`src/rtl/mem_pkg.sv`:
```
// Shared types and constants for the CPU-side memory responder.
package mem_pkg;

    localparam int WAIT_W = 4;

    typedef enum logic [1:0] {
        IDLE,
        WAIT,
        ACCESS,
        RESP
    } mem_state_t;

endpackage

```
`src/rtl/mem_responder_if.sv`:
```
// CPU memory-port handshake: request/address/data out of the CPU, response back.
interface mem_responder_if #(
    parameter int REG_WIDTH = 16
);
    logic                 req;
    logic                 we;
    logic [REG_WIDTH-1:0] addr;
    logic [REG_WIDTH-1:0] wdata;
    logic [REG_WIDTH-1:0] rdata;
    logic                 ready;
    logic                 err;
    logic                 busy;

    modport master (
        output req, we, addr, wdata,
        input  rdata, ready, err, busy
    );

    modport slave (
        input  req, we, addr, wdata,
        output rdata, ready, err, busy
    );
endinterface

```
`src/rtl/mem_array.sv`:
```
// Word-addressed storage: one write port, one synchronous read port, contents never reset.
module mem_array #(
    parameter int REG_WIDTH = 16,
    parameter int ADDR_BITS = 8
) (
    input  logic                 clk,
    input  logic                 wr_en,
    input  logic [ADDR_BITS-1:0] wr_addr,
    input  logic [REG_WIDTH-1:0] wr_data,
    input  logic [ADDR_BITS-1:0] rd_addr,
    output logic [REG_WIDTH-1:0] rd_data
);

    logic [REG_WIDTH-1:0] mem [2**ADDR_BITS];

    always_ff @(posedge clk) begin
        if (wr_en) begin
            mem[wr_addr] <= wr_data;
        end
        rd_data <= mem[rd_addr];
    end

endmodule

```
`src/rtl/mem_responder.sv`:
```
// Single-outstanding memory responder with fixed wait states and an IDLE-only preload port.
module mem_responder
    import mem_pkg::*;
#(
    parameter int REG_WIDTH   = 16,
    parameter int ADDR_BITS   = 8,
    parameter int WAIT_STATES = 1
) (
    input  logic                 clk,
    input  logic                 rst_n,
    mem_responder_if.slave       bus,
    input  logic                 load_en,
    input  logic [ADDR_BITS-1:0] load_addr,
    input  logic [REG_WIDTH-1:0] load_data
);

    mem_state_t           state;
    mem_state_t           state_nxt;
    logic [WAIT_W-1:0]    wait_cnt;
    logic                 we_q;
    logic [REG_WIDTH-1:0] addr_q;
    logic [REG_WIDTH-1:0] wdata_q;

    logic                 accept;
    logic                 in_range;
    logic                 wr_en;
    logic [ADDR_BITS-1:0] wr_addr;
    logic [REG_WIDTH-1:0] wr_data;
    logic [REG_WIDTH-1:0] rd_data;

    // The loader owns the idle cycle it strobes; the CPU request waits one cycle.
    assign accept   = (state == IDLE) && !load_en && bus.req;
    assign in_range = (addr_q[REG_WIDTH-1:ADDR_BITS] == '0);

    always_ff @(posedge clk or negedge rst_n) begin
        if (!rst_n) begin
            state <= IDLE;
        end else begin
            state <= state_nxt;
        end
    end

    always_ff @(posedge clk or negedge rst_n) begin
        if (!rst_n) begin
            wait_cnt <= '0;
        end else if (accept) begin
            wait_cnt <= WAIT_W'(WAIT_STATES);
        end else if (state == WAIT) begin
            wait_cnt <= wait_cnt - 1'b1;
        end
    end

    // Request fields are frozen at acceptance so bus changes mid-flight are ignored.
    always_ff @(posedge clk) begin
        if (accept) begin
            we_q    <= bus.we;
            addr_q  <= bus.addr;
            wdata_q <= bus.wdata;
        end
    end

    always_comb begin
        state_nxt = state;
        case (state)
            IDLE: begin
                if (accept) begin
                    state_nxt = (WAIT_STATES == 0) ? ACCESS : WAIT;
                end
            end
            WAIT: begin
                if (wait_cnt <= WAIT_W'(1)) begin
                    state_nxt = ACCESS;
                end
            end
            ACCESS:  state_nxt = RESP;
            RESP:    state_nxt = IDLE;
            default: state_nxt = IDLE;
        endcase
    end

    always_comb begin
        wr_en   = 1'b0;
        wr_addr = load_addr;
        wr_data = load_data;
        if (state == IDLE && load_en) begin
            wr_en = 1'b1;
        end else if (state == ACCESS && we_q && in_range) begin
            wr_en   = 1'b1;
            wr_addr = addr_q[ADDR_BITS-1:0];
            wr_data = wdata_q;
        end
    end

    mem_array #(
        .REG_WIDTH (REG_WIDTH),
        .ADDR_BITS (ADDR_BITS)
    ) u_array (
        .clk     (clk),
        .wr_en   (wr_en),
        .wr_addr (wr_addr),
        .wr_data (wr_data),
        .rd_addr (addr_q[ADDR_BITS-1:0]),
        .rd_data (rd_data)
    );

    // Read data is captured on the ACCESS edge and presented during RESP.
    always_comb begin
        bus.ready = (state == RESP);
        bus.err   = (state == RESP) && !in_range;
        bus.busy  = (state != IDLE);
        bus.rdata = '0;
        if (state == RESP && in_range && !we_q) begin
            bus.rdata = rd_data;
        end
    end

endmodule

```
`src/flat_wrapper.sv`:
```
// flat-port wrapper written by rule: the top's interface ports become plain ports
module mem_responder_flat import mem_pkg::*;
#(
    parameter int REG_WIDTH   = 16,
    parameter int ADDR_BITS   = 8,
    parameter int WAIT_STATES = 1
)
  (clk, rst_n, load_en, load_addr, load_data, bus_req, bus_we, bus_addr, bus_wdata, bus_rdata, bus_ready, bus_err, bus_busy);
  mem_responder_if #(.REG_WIDTH(REG_WIDTH)) bus_i ();
  input  logic clk;
  input  logic rst_n;
  input  logic load_en;
  input  logic [ADDR_BITS-1:0] load_addr;
  input  logic [REG_WIDTH-1:0] load_data;
  input wire logic [$bits(bus_i.req)-1:0] bus_req;
  input wire logic [$bits(bus_i.we)-1:0] bus_we;
  input wire logic [$bits(bus_i.addr)-1:0] bus_addr;
  input wire logic [$bits(bus_i.wdata)-1:0] bus_wdata;
  output wire logic [$bits(bus_i.rdata)-1:0] bus_rdata;
  output wire logic [$bits(bus_i.ready)-1:0] bus_ready;
  output wire logic [$bits(bus_i.err)-1:0] bus_err;
  output wire logic [$bits(bus_i.busy)-1:0] bus_busy;
  assign bus_i.req = bus_req;
  assign bus_i.we = bus_we;
  assign bus_i.addr = bus_addr;
  assign bus_i.wdata = bus_wdata;
  assign bus_rdata = bus_i.rdata;
  assign bus_ready = bus_i.ready;
  assign bus_err = bus_i.err;
  assign bus_busy = bus_i.busy;
  mem_responder #(.REG_WIDTH(REG_WIDTH), .ADDR_BITS(ADDR_BITS), .WAIT_STATES(WAIT_STATES)) u_core (.clk(clk), .rst_n(rst_n), .bus(bus_i), .load_en(load_en), .load_addr(load_addr), .load_data(load_data));
endmodule
```
`config.mk`:
```
export PLATFORM = sky130hd
export DESIGN_NAME = mem_responder_flat
export DESIGN_NICKNAME = d
export VERILOG_FILES = /design/src/rtl/mem_pkg.sv /design/src/rtl/mem_responder_if.sv /design/src/rtl/mem_array.sv /design/src/rtl/mem_responder.sv /design/src/flat_wrapper.sv
export SDC_FILE = /design/constraint.sdc
export NUM_CORES = 2
export LEC_CHECK = 0
export BUFFER_PORTS_ARGS = -buffer_cell sky130_fd_sc_hd__buf_2
export CORE_UTILIZATION = 66
export CTS_BUF_LIST = sky130_fd_sc_hd__clkbuf_8
export CTS_CLUSTER_DIAMETER = 120
export DETAILED_ROUTE_END_ITERATION = 8
export GPL_ROUTABILITY_DRIVEN = 0
export PLACE_DENSITY_LB_ADDON = 0.05
export SYNTH_ARGS = -nofsm -noshare
export SYNTH_HDL_FRONTEND = slang
export SYNTH_SLANG_ARGS = --single-unit
```
`constraint.sdc`:
```
create_clock -name clk -period 5.6 [get_ports clk]
set_input_delay 0.28 -clock clk [delete_from_list [all_inputs] [get_ports clk]]
set_output_delay 0.28 -clock clk [all_outputs]
set_load 0.03 [all_outputs]
```
==> impl_metrics.csv <==
group,metric,value,unit
sta,layout_min_cycle_time,5.06,ns
sta,finalHoldViolations,0,
clock_network,path_clk_slew,0.06,ns
floorplanning,start_util,66.6,%
sta,setup_tns,0,ns
route,ant_nets,0,
run,maxCapViolCount,2,
route,drc,0,
worst_setup_path,path_cells,"buf_12 -> buf_12 -> buf_4 -> mux4_2 -> o22ai_1 -> o311ai_0 -> buf_4 -> o211ai_1 -> nor3b_1",
yosys,synth_top_area_share,77.1,%
final_layout,areaGrowthSynthToFinish,12.5,%
yosys,yosysTopAreaCell,"edfxtp_1",
yosys,synth_cells,7478,
final_layout,final_cells,12200,
sta,slew_violations,1,
clock_network,clk_latency,1.13,ns
final_layout,fin_util,74.9,%
placement,place_ws,0.753,ns
yosys,synth_area_leaders,"edfxtp_1 (77%), mux4_2 (12%), mux2i_1 (2.6%)",
floorplanning,die_h,496,um
yosys,synthesis.area,161000,um2
clock_network,cts_inserted_buffers,650,
sta,max_freq,0.198,GHz
yosys,syn_area_per_cell,21.5,um2
yosys,yosysMostFrequentCell,"edfxtp_1",
placement,numPortBuffers,79,
yosys,async_flop_share,0.145,%
clock_network,numClockSinks,4151,
worst_setup_path,max_stage_delay,1.16,ns
sta,worst_slack,0.539,ns
worst_setup_path,cpLargestDelayFamily,"compound AO/OA/AOI/OAI gates",
sta,finalCritPeriodShare,90.4,%
final_layout,n_fill_cell,13500,
global_routing,grt.total_usage,36.1,%
placement,hpwlAfterDp,278000,um
sta,slew_headroom,-1.57,%
final_layout,drive_above_1_share,27.3,%
worst_setup_path,crit_type,"flip-flop to flip-flop",
worst_setup_path,setup.worst_path.start_class,"flip-flop",
clock_network,cts_buffer_depth,4,
worst_setup_path,worstPathArrival,6.04,ns
route,finalWirelength,439000,um
power_and_ir_drop,powerDensity,347,nW/um2
global_routing,grt_max_degree,108,
sta,fin_hold_ws,0.0389,ns
placement,place_inst,10900,
clock_network,root_buffer,"clkbuf_8",
route,drt_iter0_markers,13300,
hold_path,hp-class,"primary input to flip-flop",
global_routing,grt_pass1_vias,83100,
floorplanning,die-width,496,um
route,wl_per_cell,36.1,um
global_routing,antenna_found_initial,45,
yosys,ys_warn_count,0,
route,via_per_inst,7.02,
global_routing,grt_overflow,0,
route,num_vias,85400,
yosys,syn-num-nets,7545,
final_layout,final_nets,8532,
clock_network,h-tree-depth,6,
outcome,violations,"max-capacitance violations, max-slew violations",
global_routing,grt_pass1_wl,611000,um
power_and_ir_drop,p_leak,58.9,nW
yosys,ys_types,71,
sta,setup_viol,0,
clock_network,cts_resized,0,
worst_setup_path,cp_slowest_cell,"edfxtp_1",
sta,tightest_slew,1.49,ns
power_and_ir_drop,irDropWorstVdd,0.289,mV
worst_setup_path,critPathBufInv,4,
floorplanning,num_rows,180,
floorplanning,core_area,241000,um2
yosys,synth_seq_area_share,77.4,%
yosys,synth_edf_count,4129,
worst_setup_path,cp.required,6.58,ns
sta,fin_skew,0.0662,ns
outcome,run_status,"complete, but fails checks",
worst_setup_path,crit_path_end_kind,"flip-flop",
floorplanning,num_io_pins,80,
clock_network,cts_tree,"done",
worst_setup_path,crit_fanout,52,
route,dr.pass1.iters,9,
yosys,ys_ff_latch,4151,
sta,rsz0062_at_grt,"false",
yosys,synth_flop_cell,"edfxtp_1",
floorplanning,die_area,246000,um2
yosys,synth_commonest_cells,"edfxtp_1 (4129), mux4_2 (832), mux2i_1 (416), nor2_1 (288), clkbuf_1 (193)",
==> cells by family after synthesis <==
| group | synth area share, % |
|---|---|
| simple gates | 2.02 |
| mux | 14.8 |
| fa+ha+maj | 0.0467 |
| compound gates | 3.90 |
| xor+xnor | 0.0163 |
| flops | 77.4 |
| buf+inv | 1.82 |
==> per-layer routing <==
| metal | track usage [%] | part of all wire [%] | vias to the layer above |
|---|---|---|---|
| met5 | 0.598 | 0.11 | - |
| met2 | 53.2 | 46 | 6390 |
| met3 | 10.7 | 13 | 1028 |
| met1 | 50.8 | 36 | 44100 |
| met4 | 15.9 | 4.8 | 32 |
| li1 | - | - | 33900 |
==> power by group <==
group	leakage [nW]	total [mW]	switching, mW	internal [mW]
Combinational	14.9	5.36	3.47	1.89
Clock	6.66	23.0	11.5	11.5
Sequential	37.3	34.4	0.156	34.3
==> worst reg2reg max path, delay by kind of cell, from the launching register on <==
family	cells	cell delay, ns
simple gates	1	0.38
buf+inv	4	1.47
compound gates	3	1.66
flops	1	1.16
mux	1	0.31
==> layout by cell type, fill, tap and decap left out, types with 13 or more instances in the layout <==
cell	n
and2_1	24
buf_12	91
diode_2	33
o21ai_0	51
or3_1	19
a221oi_1	49
nand3_1	42
a2111oi_0	21
nand4_1	13
dfxtp_1	16
buf_2	80
a22o_1	15
inv_6	13
a211o_1	13
clkinv_2	46
clkbuf_8	669
mux2_8	16
mux4_2	832
or2_2	20
o221ai_1	153
clkinv_1	158
nor2_2	13
buf_4	548
mux2i_1	416
inv_1	225
a22oi_1	126
nor2_1	274
o22ai_1	149
nand2b_1	23
nand2b_2	13
edfxtp_1	4129
nor4_1	31
nand2_1	49
a211oi_1	37
dlygate4sd3_1	75
mux2_2	46
a21oi_1	171
nor3_1	64
o32ai_1	16
==> repair_timing <==
item,in CTS,in global routing
endpoints found under the hold margin,293,0
buffers inserted,0,0
hold buffers,75,0
setup endpoints to repair,0,0
==> sequential cells by signal (all words and copies together), names as in the netlist <==
signal	flops
u_core.state	2
u_core.u_array.mem	4096
u_core.wait_cnt	4
u_core.wdata_q	16
u_core.we_q	1
u_core.addr_q	16
u_core.u_array.rd_data	16
==> final cells by class <==
cell class / instances / area [um2] / area share [%]
Sequential cell: 4151 / 124000 / 68.8
Multi-Input combinational cell: 2857 / 33800 / 18.7
Clock buffer: 669 / 9210 / 5.09
Timing Repair Buffer: 796 / 7100 / 3.93
Tap cell: 3185 / 3990 / 2.20
Clock inverter: 465 / 2250 / 1.24
Antenna cell: 33 / 82.6 / 0.0456
Inverter: 9 / 41.3 / 0.0228
==> through the flow <==
step           power (mW)  area, um2
6_report             62.8     181000
3_3_place_gp         40.2     169000
4_1_cts              62.8     181000
2_1_floorplan        38.1     161000
5_1_grt              64.4     181000
3_5_place_dp         40.3     169000
==> final timing paths <==
| path | start | endpoint | slack (ns) | depth (start not counted) |
|---|---|---|---|---|
| setup reg to reg | u_core.addr_q[0]$_DFFE_PP_ | u_core.u_array.rd_data[8]$_DFF_P_ | 0.54 | 9 |
| hold reg to reg | u_core.wait_cnt[3]$_DFFE_PN0P_ | u_core.wait_cnt[3]$_DFFE_PN0P_ | 0.56 | 2 |
| setup / recovery | u_core.addr_q[0]$_DFFE_PP_ | u_core.u_array.rd_data[8]$_DFF_P_ | 0.54 | 9 |
| hold / removal | load_data[7] | u_core.u_array.mem[25][7]$_DFFE_PP_ | 0.04 | 3 |
| max in group asynchronous | rst_n | u_core.state[1]$_DFFE_PN0P_ | 5.24 | 3 |
| min in group asynchronous | rst_n | u_core.state[0]$_DFFE_PN0P_ | 0.13 | 3 |
No activity file was read; power rests on OpenSTA's default activity.
